### src/rtl/fetch_pkg.sv
// Shared fetch-stage types and constants.
package fetch_pkg;

  localparam int unsigned XLEN        = 32;
  localparam int unsigned INSTR_BYTES = 4;

  localparam logic [XLEN-1:0] DEFAULT_RESET_PC = 32'h0000_0000;

  // Primary opcodes reserved for a later predecode step.
  localparam logic [5:0] OP_J   = 6'b000010;
  localparam logic [5:0] OP_JAL = 6'b000011;

  typedef logic [XLEN-1:0] word_t;

  typedef struct packed {
    word_t pc;
    word_t instr;
  } fetch_entry_t;

  function automatic word_t word_align(word_t addr);
    return {addr[XLEN-1:2], 2'b00};
  endfunction

endpackage

### src/rtl/instr_fetch_if.sv
// Fetch-stage bus: redirect input, instruction-memory port and datapath handshake.
interface instr_fetch_if;
  import fetch_pkg::*;

  logic  redirect;
  word_t redirect_pc;

  logic  imem_req;
  word_t imem_addr;
  logic  imem_gnt;
  logic  imem_rvalid;
  word_t imem_rdata;

  logic  out_valid;
  logic  out_ready;
  word_t out_instr;
  word_t out_pc;

  // master is the fetch stage; slave is the memory plus datapath around it.
  modport master (
    input  redirect, redirect_pc, imem_gnt, imem_rvalid, imem_rdata, out_ready,
    output imem_req, imem_addr, out_valid, out_instr, out_pc
  );

  modport slave (
    output redirect, redirect_pc, imem_gnt, imem_rvalid, imem_rdata, out_ready,
    input  imem_req, imem_addr, out_valid, out_instr, out_pc
  );

endinterface

### src/rtl/fetch_queue.sv
// Synchronous FIFO of {pc, instr}; flush overrides push and pop.
module fetch_queue
  import fetch_pkg::*;
#(
  parameter int unsigned DEPTH = 2,
  localparam int unsigned PtrW = $clog2(DEPTH),
  localparam int unsigned CntW = PtrW + 1
) (
  input  logic             clk,
  input  logic             reset,
  input  logic             flush,
  input  logic             push,
  input  fetch_entry_t     push_entry,
  input  logic             pop,
  output fetch_entry_t     head,
  output logic [CntW-1:0]  count
);

  localparam logic [CntW-1:0] Full = CntW'(DEPTH);

  fetch_entry_t    mem_q [DEPTH];
  logic [PtrW-1:0] rd_ptr_q, rd_ptr_d;
  logic [PtrW-1:0] wr_ptr_q, wr_ptr_d;
  logic [CntW-1:0] count_q, count_d;
  logic            do_push, do_pop;

  assign do_pop  = pop && (count_q != '0);
  // A full queue can still accept a push when the head leaves in the same cycle.
  assign do_push = push && ((count_q != Full) || do_pop);

  always_comb begin
    rd_ptr_d = rd_ptr_q;
    wr_ptr_d = wr_ptr_q;
    count_d  = count_q;
    if (flush) begin
      rd_ptr_d = '0;
      wr_ptr_d = '0;
      count_d  = '0;
    end else begin
      if (do_pop) begin
        rd_ptr_d = rd_ptr_q + PtrW'(1);
      end
      if (do_push) begin
        wr_ptr_d = wr_ptr_q + PtrW'(1);
      end
      unique case ({do_push, do_pop})
        2'b10:   count_d = count_q + CntW'(1);
        2'b01:   count_d = count_q - CntW'(1);
        default: count_d = count_q;
      endcase
    end
  end

  always_ff @(posedge clk) begin
    if (!reset) begin
      rd_ptr_q <= '0;
      wr_ptr_q <= '0;
      count_q  <= '0;
    end else begin
      rd_ptr_q <= rd_ptr_d;
      wr_ptr_q <= wr_ptr_d;
      count_q  <= count_d;
    end
  end

  always_ff @(posedge clk) begin
    if (reset && !flush && do_push) begin
      mem_q[wr_ptr_q] <= push_entry;
    end
  end

  assign head  = mem_q[rd_ptr_q];
  assign count = count_q;

endmodule

### src/rtl/instr_fetch.sv
// Instruction fetch stage: one outstanding imem read, buffered {pc, instr} queue,
// valid/ready output and a redirect that flushes everything in flight.
module instr_fetch
  import fetch_pkg::*;
#(
  parameter int unsigned     QDEPTH   = 2,
  parameter logic [XLEN-1:0] RESET_PC = DEFAULT_RESET_PC
) (
  input logic           clk,
  input logic           reset,
  instr_fetch_if.master bus
);

  localparam int unsigned     CntW      = $clog2(QDEPTH) + 1;
  localparam logic [CntW:0]   QDepthOcc = (CntW + 1)'(QDEPTH);

  word_t           fetch_pc_q, fetch_pc_d;
  word_t           tag_pc_q, tag_pc_d;
  logic            outstanding_q, outstanding_d;
  logic            stale_q, stale_d;

  logic [CntW-1:0] count;
  logic [CntW:0]   occupancy;
  fetch_entry_t    head;
  fetch_entry_t    push_entry;

  logic            resp;
  logic            pending;
  logic            outstanding_eff;
  logic            req;
  logic            grant;
  logic            push;
  logic            pop;
  logic            out_valid;

  assign resp            = bus.imem_rvalid && outstanding_q;
  assign pending         = resp && !stale_q;
  assign outstanding_eff = outstanding_q && !bus.imem_rvalid;

  // Reserve a slot for a response landing this cycle before issuing another read.
  assign occupancy = {1'b0, count} + {{CntW{1'b0}}, pending};
  assign req       = reset && !outstanding_eff && (occupancy < QDepthOcc);
  assign grant     = req && bus.imem_gnt;

  assign out_valid = (count != '0);
  assign push      = pending && !bus.redirect;
  assign pop       = out_valid && bus.out_ready && !bus.redirect;

  assign push_entry = '{pc: tag_pc_q, instr: bus.imem_rdata};

  always_comb begin
    fetch_pc_d    = fetch_pc_q;
    tag_pc_d      = tag_pc_q;
    outstanding_d = outstanding_q;
    stale_d       = stale_q;

    if (resp) begin
      outstanding_d = 1'b0;
      stale_d       = 1'b0;
    end

    if (grant) begin
      outstanding_d = 1'b1;
      tag_pc_d      = fetch_pc_q;
      fetch_pc_d    = fetch_pc_q + word_t'(INSTR_BYTES);
    end

    // Any read still owed by memory after this edge belongs to the old path.
    if (bus.redirect) begin
      fetch_pc_d = word_align(bus.redirect_pc);
      if (outstanding_eff || grant) begin
        stale_d = 1'b1;
      end
    end
  end

  always_ff @(posedge clk) begin
    if (!reset) begin
      fetch_pc_q    <= word_align(RESET_PC);
      tag_pc_q      <= '0;
      outstanding_q <= 1'b0;
      stale_q       <= 1'b0;
    end else begin
      fetch_pc_q    <= fetch_pc_d;
      tag_pc_q      <= tag_pc_d;
      outstanding_q <= outstanding_d;
      stale_q       <= stale_d;
    end
  end

  fetch_queue #(
    .DEPTH (QDEPTH)
  ) u_queue (
    .clk        (clk),
    .reset      (reset),
    .flush      (bus.redirect),
    .push       (push),
    .push_entry (push_entry),
    .pop        (pop),
    .head       (head),
    .count      (count)
  );

  assign bus.imem_req  = req;
  assign bus.imem_addr = fetch_pc_q;
  assign bus.out_valid = out_valid;
  assign bus.out_instr = out_valid ? head.instr : '0;
  assign bus.out_pc    = out_valid ? head.pc : '0;

endmodule

### src/flat_wrapper.sv
// flat-port wrapper written by rule: the top's interface ports become plain ports
module instr_fetch_flat import fetch_pkg::*;
#(
  parameter int unsigned     QDEPTH   = 2,
  parameter logic [XLEN-1:0] RESET_PC = DEFAULT_RESET_PC
)
  (clk, reset, bus_redirect, bus_redirect_pc, bus_imem_gnt, bus_imem_rvalid, bus_imem_rdata, bus_out_ready, bus_imem_req, bus_imem_addr, bus_out_valid, bus_out_instr, bus_out_pc);
  instr_fetch_if bus_i ();
  input logic clk;
  input logic reset;
  input wire logic [$bits(bus_i.redirect)-1:0] bus_redirect;
  input wire logic [$bits(bus_i.redirect_pc)-1:0] bus_redirect_pc;
  input wire logic [$bits(bus_i.imem_gnt)-1:0] bus_imem_gnt;
  input wire logic [$bits(bus_i.imem_rvalid)-1:0] bus_imem_rvalid;
  input wire logic [$bits(bus_i.imem_rdata)-1:0] bus_imem_rdata;
  input wire logic [$bits(bus_i.out_ready)-1:0] bus_out_ready;
  output wire logic [$bits(bus_i.imem_req)-1:0] bus_imem_req;
  output wire logic [$bits(bus_i.imem_addr)-1:0] bus_imem_addr;
  output wire logic [$bits(bus_i.out_valid)-1:0] bus_out_valid;
  output wire logic [$bits(bus_i.out_instr)-1:0] bus_out_instr;
  output wire logic [$bits(bus_i.out_pc)-1:0] bus_out_pc;
  assign bus_i.redirect = bus_redirect;
  assign bus_i.redirect_pc = bus_redirect_pc;
  assign bus_i.imem_gnt = bus_imem_gnt;
  assign bus_i.imem_rvalid = bus_imem_rvalid;
  assign bus_i.imem_rdata = bus_imem_rdata;
  assign bus_i.out_ready = bus_out_ready;
  assign bus_imem_req = bus_i.imem_req;
  assign bus_imem_addr = bus_i.imem_addr;
  assign bus_out_valid = bus_i.out_valid;
  assign bus_out_instr = bus_i.out_instr;
  assign bus_out_pc = bus_i.out_pc;
  instr_fetch #(.QDEPTH(QDEPTH), .RESET_PC(RESET_PC)) u_core (.clk(clk), .reset(reset), .bus(bus_i));
endmodule
### config.mk
export PLATFORM = sky130hd
export DESIGN_NAME = instr_fetch_flat
export DESIGN_NICKNAME = d
export VERILOG_FILES = /design/src/rtl/fetch_pkg.sv /design/src/rtl/instr_fetch_if.sv /design/src/rtl/fetch_queue.sv /design/src/rtl/instr_fetch.sv /design/src/flat_wrapper.sv
export SDC_FILE = /design/constraint.sdc
export NUM_CORES = 1
export LEC_CHECK = 0
export BUFFER_PORTS_ARGS = -buffer_cell sky130_fd_sc_hd__buf_2
export CELL_PAD_IN_SITES_DETAIL_PLACEMENT = 1
export CELL_PAD_IN_SITES_GLOBAL_PLACEMENT = 1
export CORE_ASPECT_RATIO = 1.75
export CORE_UTILIZATION = 25
export DETAILED_ROUTE_END_ITERATION = 16
export PLACE_DENSITY_LB_ADDON = 0.25
export SLEW_MARGIN = 25
export SYNTH_ARGS = -nofsm -noshare
export SYNTH_HDL_FRONTEND = slang
export SYNTH_SLANG_ARGS = --single-unit
### constraint.sdc
create_clock -name clk -period 18.9 [get_ports clk]
set_input_delay 1.89 -clock clk [delete_from_list [all_inputs] [get_ports clk]]
set_output_delay 1.89 -clock clk [all_outputs]
set_load 0.05 [all_outputs]
==> run_results.csv <==
group,metric,value,unit
status,status,"complete, but fails checks",
status,violations,"DRC",
critical_path,end_kind,"primary output",
drt,drt_iter0_markers,182,
drt,drtAntennaViolNets,0,
global_routing,use_met2,24.0,%
global_routing,grt_busiest_layer,"met2",
critical_path,arrival,3.53,ns
clock_tree,cts_tree,"done",
logic_synthesis,synthMuxAreaShare,7.97,%
power,powerDensity,90.8,nW/um^2
cells_and_area,nets,869,
drt,wire_per_inst,16.2,um
logic_synthesis,synth_flop_cell,"edfxtp_1",
floorplanning,die_h,235,um
logic_synthesis,synth_fa_ha_area_share,0.161,%
critical_path,worstPathRequired,17.01,ns
min_path,hold_class,"register to register",
floorplanning,die_x,135,um
clock_tree,clockBufferDepth,2,
cells_and_area,seq_area,5070,sq um
floorplanning,initial_core_util,25.3,%
cells_and_area,diodes,0,
drt,drt_pass1_iterations,10,
clock_tree,postCtsHoldBufs,0,
sta,setup_slack,13.48,ns
sta,tns,0,ns
placed_design,portBuffers,161,
logic_synthesis,synth_top_area_cell,"edfxtp_1",
floorplanning,ios,168,
drt,drcViolationCount,4,
sta,slew_headroom,35.0,%
clock_tree,postCtsSetupBuffers,0,
logic_synthesis,ys_ff_latch,191,
clock_tree,post_cts_resized,0,
logic_synthesis,synth-simple-area-share,13.4,%
clock_tree,htreeDepth,4,
power,p_leak,3.46,nW
sta,fmax,0.185,GHz
global_routing,first_global_vias,5560,
drt,via_per_inst,4.42,
global_routing,grt_pass1_wl,31.1,mm
cells_and_area,multi_input_area,2520,sq um
global_routing,grt-ovfl-total,0,
global_routing,grt_use_met1,14.0,%
clock_tree,cts_buffers,17,
sta,setup_viol,0,
drt,wirelength,19.5,mm
cells_and_area,drive_gt1_share,26.1,%
global_routing,grtUsageTotal,13.0,%
floorplanning,rows,85,
logic_synthesis,syn_inst,648,
critical_path,critPathMaxFanout,66,
global_routing,grt_start_max_net_pins,67,
placed_design,dp_hpwl,13.3,mm
sta,fin_crit_sh,28.7,%
critical_path,crit_type,"primary input to primary output",
logic_synthesis,avgSynthCellArea,12.0,sq um
logic_synthesis,syn_area,7780,sq um
logic_synthesis,synth-xor-area-share,2.25,%
sta,rsz0062_at_grt,"no",
sta,timing.final.hold_violations,0,
sta,worst_slew_pin_slew,0.965,ns
placed_design,dp_slack,13.44,ns
logic_synthesis,yosysSeqAreaShare,65.1,%
critical_path,cp-start-kind,"primary input",
placed_design,gp_congestion,0.784,
global_routing,antenna_found_initial,0,
cells_and_area,nFillCells,3453,
logic_synthesis,synth-compound-area-share,8.25,%
logic_synthesis,synth_top_family_by_area,"simple AND/OR/NAND/NOR gates",
floorplanning,core_area,30700,sq um
logic_synthesis,synth.distinct_cells,46,
drt,vias,5312,
global_routing,grtUsageMet3,2.35,%
clock_tree,cts_sinks,191,
floorplanning,die-area,31900,sq um
logic_synthesis,yosys.area.top_type_share,47.8,%
logic_synthesis,async_flop_share,0,%
power,vdd_drop_max,0.0000640,V
clock_tree,cts_root_buffer,"clkbuf_16",
logic_synthesis,ys_top_cells_by_area,"edfxtp_1 48%, dfxtp_1 17%, mux2i_1 8.0%",
cells_and_area,area_delta_synth_final,22.6,%
sta,period_minus_slack,5.42,ns
logic_synthesis,yosys_warnings,0,
job,cap_violations,0,
clock_tree,clk_pin_slew,0.07,ns
clock_tree,clk_latency,0.45,ns
logic_synthesis,synth_enable_flop_cells,124,
sta,final_max_slew_viol_count,0,
sta,skew,0.0168,ns
[Yosys cell counts, drive strengths merged (2+ instances only)]
library cell,instances
edfxtp,124
nand2,83
nor2,70
dfxtp,67
mux2i,62
o21ai,36
a21boi,31
clkbuf,30
a21oi,16
xnor2,16
a31oi,12
nand3,12
buf,10
inv,9
nor4,9
or3,8
nand4,7
and3,5
nor3,5
o31ai,4
or4,4
xor2,4
and2,3
and4,3
nand2b,3
nor2b,3
nand3b,2
[power breakdown]
group          total, mW  leakage (nW)  switching (mW)  internal (mW)
Clock              0.346         0.266           0.166          0.179
Combinational     0.0603          1.44          0.0425         0.0178
Sequential         0.460          1.76         0.00996          0.450
[cells by family after synthesis]
group | Yosys count
adder cells (fa/ha/maj) | 1
AND/OR/NAND/NOR | 220
other | 1
XOR/XNOR | 20
multiplexers | 62
AO/OA/AOI/OAI | 104
flip-flops | 191
buffers and inverters | 49
[through the flow]
| step | hold WS (ns) | total power [mW] | utilization, % | cell area (sq um) | std cells |
|---|---|---|---|---|---|
| 2_1_floorplan | 0.425 | 0.508 | - | 7790 | 651 |
| 3_3_place_gp | 0.434 | 0.530 | 29.2 | 8970 | 1170 |
| 3_5_place_dp | 0.442 | 0.531 | 29.2 | 8980 | 1170 |
| 4_1_cts | 0.460 | 0.882 | 31.0 | 9540 | 1202 |
| 5_1_grt | 0.473 | 0.903 | 31.0 | 9540 | 1202 |
| 6_report | 0.457 | 0.866 | 31.0 | 9540 | 1202 |
[critical path: stages]
cell	delay, ns
buf_2	0.07
buf_4	0.48
nor2b_4	0.28
nand3_2	0.24
inv_1	0.24
buf_2	0.30
[sequential cells by signal, summed over array words and instances (netlist names), named ones only]
signal and count:
u_core.u_queue.mem_q 124, u_core.bus.imem_addr 30, u_core.tag_pc_q 30, u_core.u_queue.count 2, u_core.outstanding_q 1, u_core.stale_q 1, u_core.u_queue.rd_ptr_q 1, u_core.u_queue.wr_ptr_q 1
[final cells by class]
cell class,count,share of cell area (%)
sequential,191,53.1
multi-input combinational,411,26.5
timing repair buffer,168,9.04
tap,391,5.13
clock buffer,21,4.83
clock inverter,11,1.05
inverter,9,0.354
[routing by layer]
| layer | share of wire [%] | vias up |
|---|---|---|
| li1 | - | 2619 |
| met1 | 40 | 2570 |
| met2 | 55 | 101 |
| met3 | 2.8 | 22 |
| met4 | 2.3 | 0 |
| met5 | 0 | - |
[path summary, 6_finish.rpt]
kind	startpoint	endpoint	slack, ns	depth (start not counted)
worst max register to register	u_core.bus.imem_addr[2]	u_core.bus.imem_addr[8]	16.52	6
worst max-delay path	reset	bus_imem_req	13.48	6
worst min-delay path	u_core.tag_pc_q[14]	u_core.u_queue.mem_q[0][46]	0.46	0
worst min register to register	u_core.tag_pc_q[14]	u_core.u_queue.mem_q[0][46]	0.46	0
[layout by cell type, fill, tap and decap left out, types with 9 or more instances in the layout]
cell / count
a21oi_1: 16
xnor2_1: 16
inv_1: 9
mux2i_1: 62
dfxtp_1: 66
edfxtp_1: 124
clkbuf_16: 17
buf_2: 161
o21ai_0: 36
nor2_1: 69
nand2_1: 82
nand3_1: 10
a21boi_0: 31
a31oi_1: 12
Note: power is estimated with default switching activity, not from simulation.
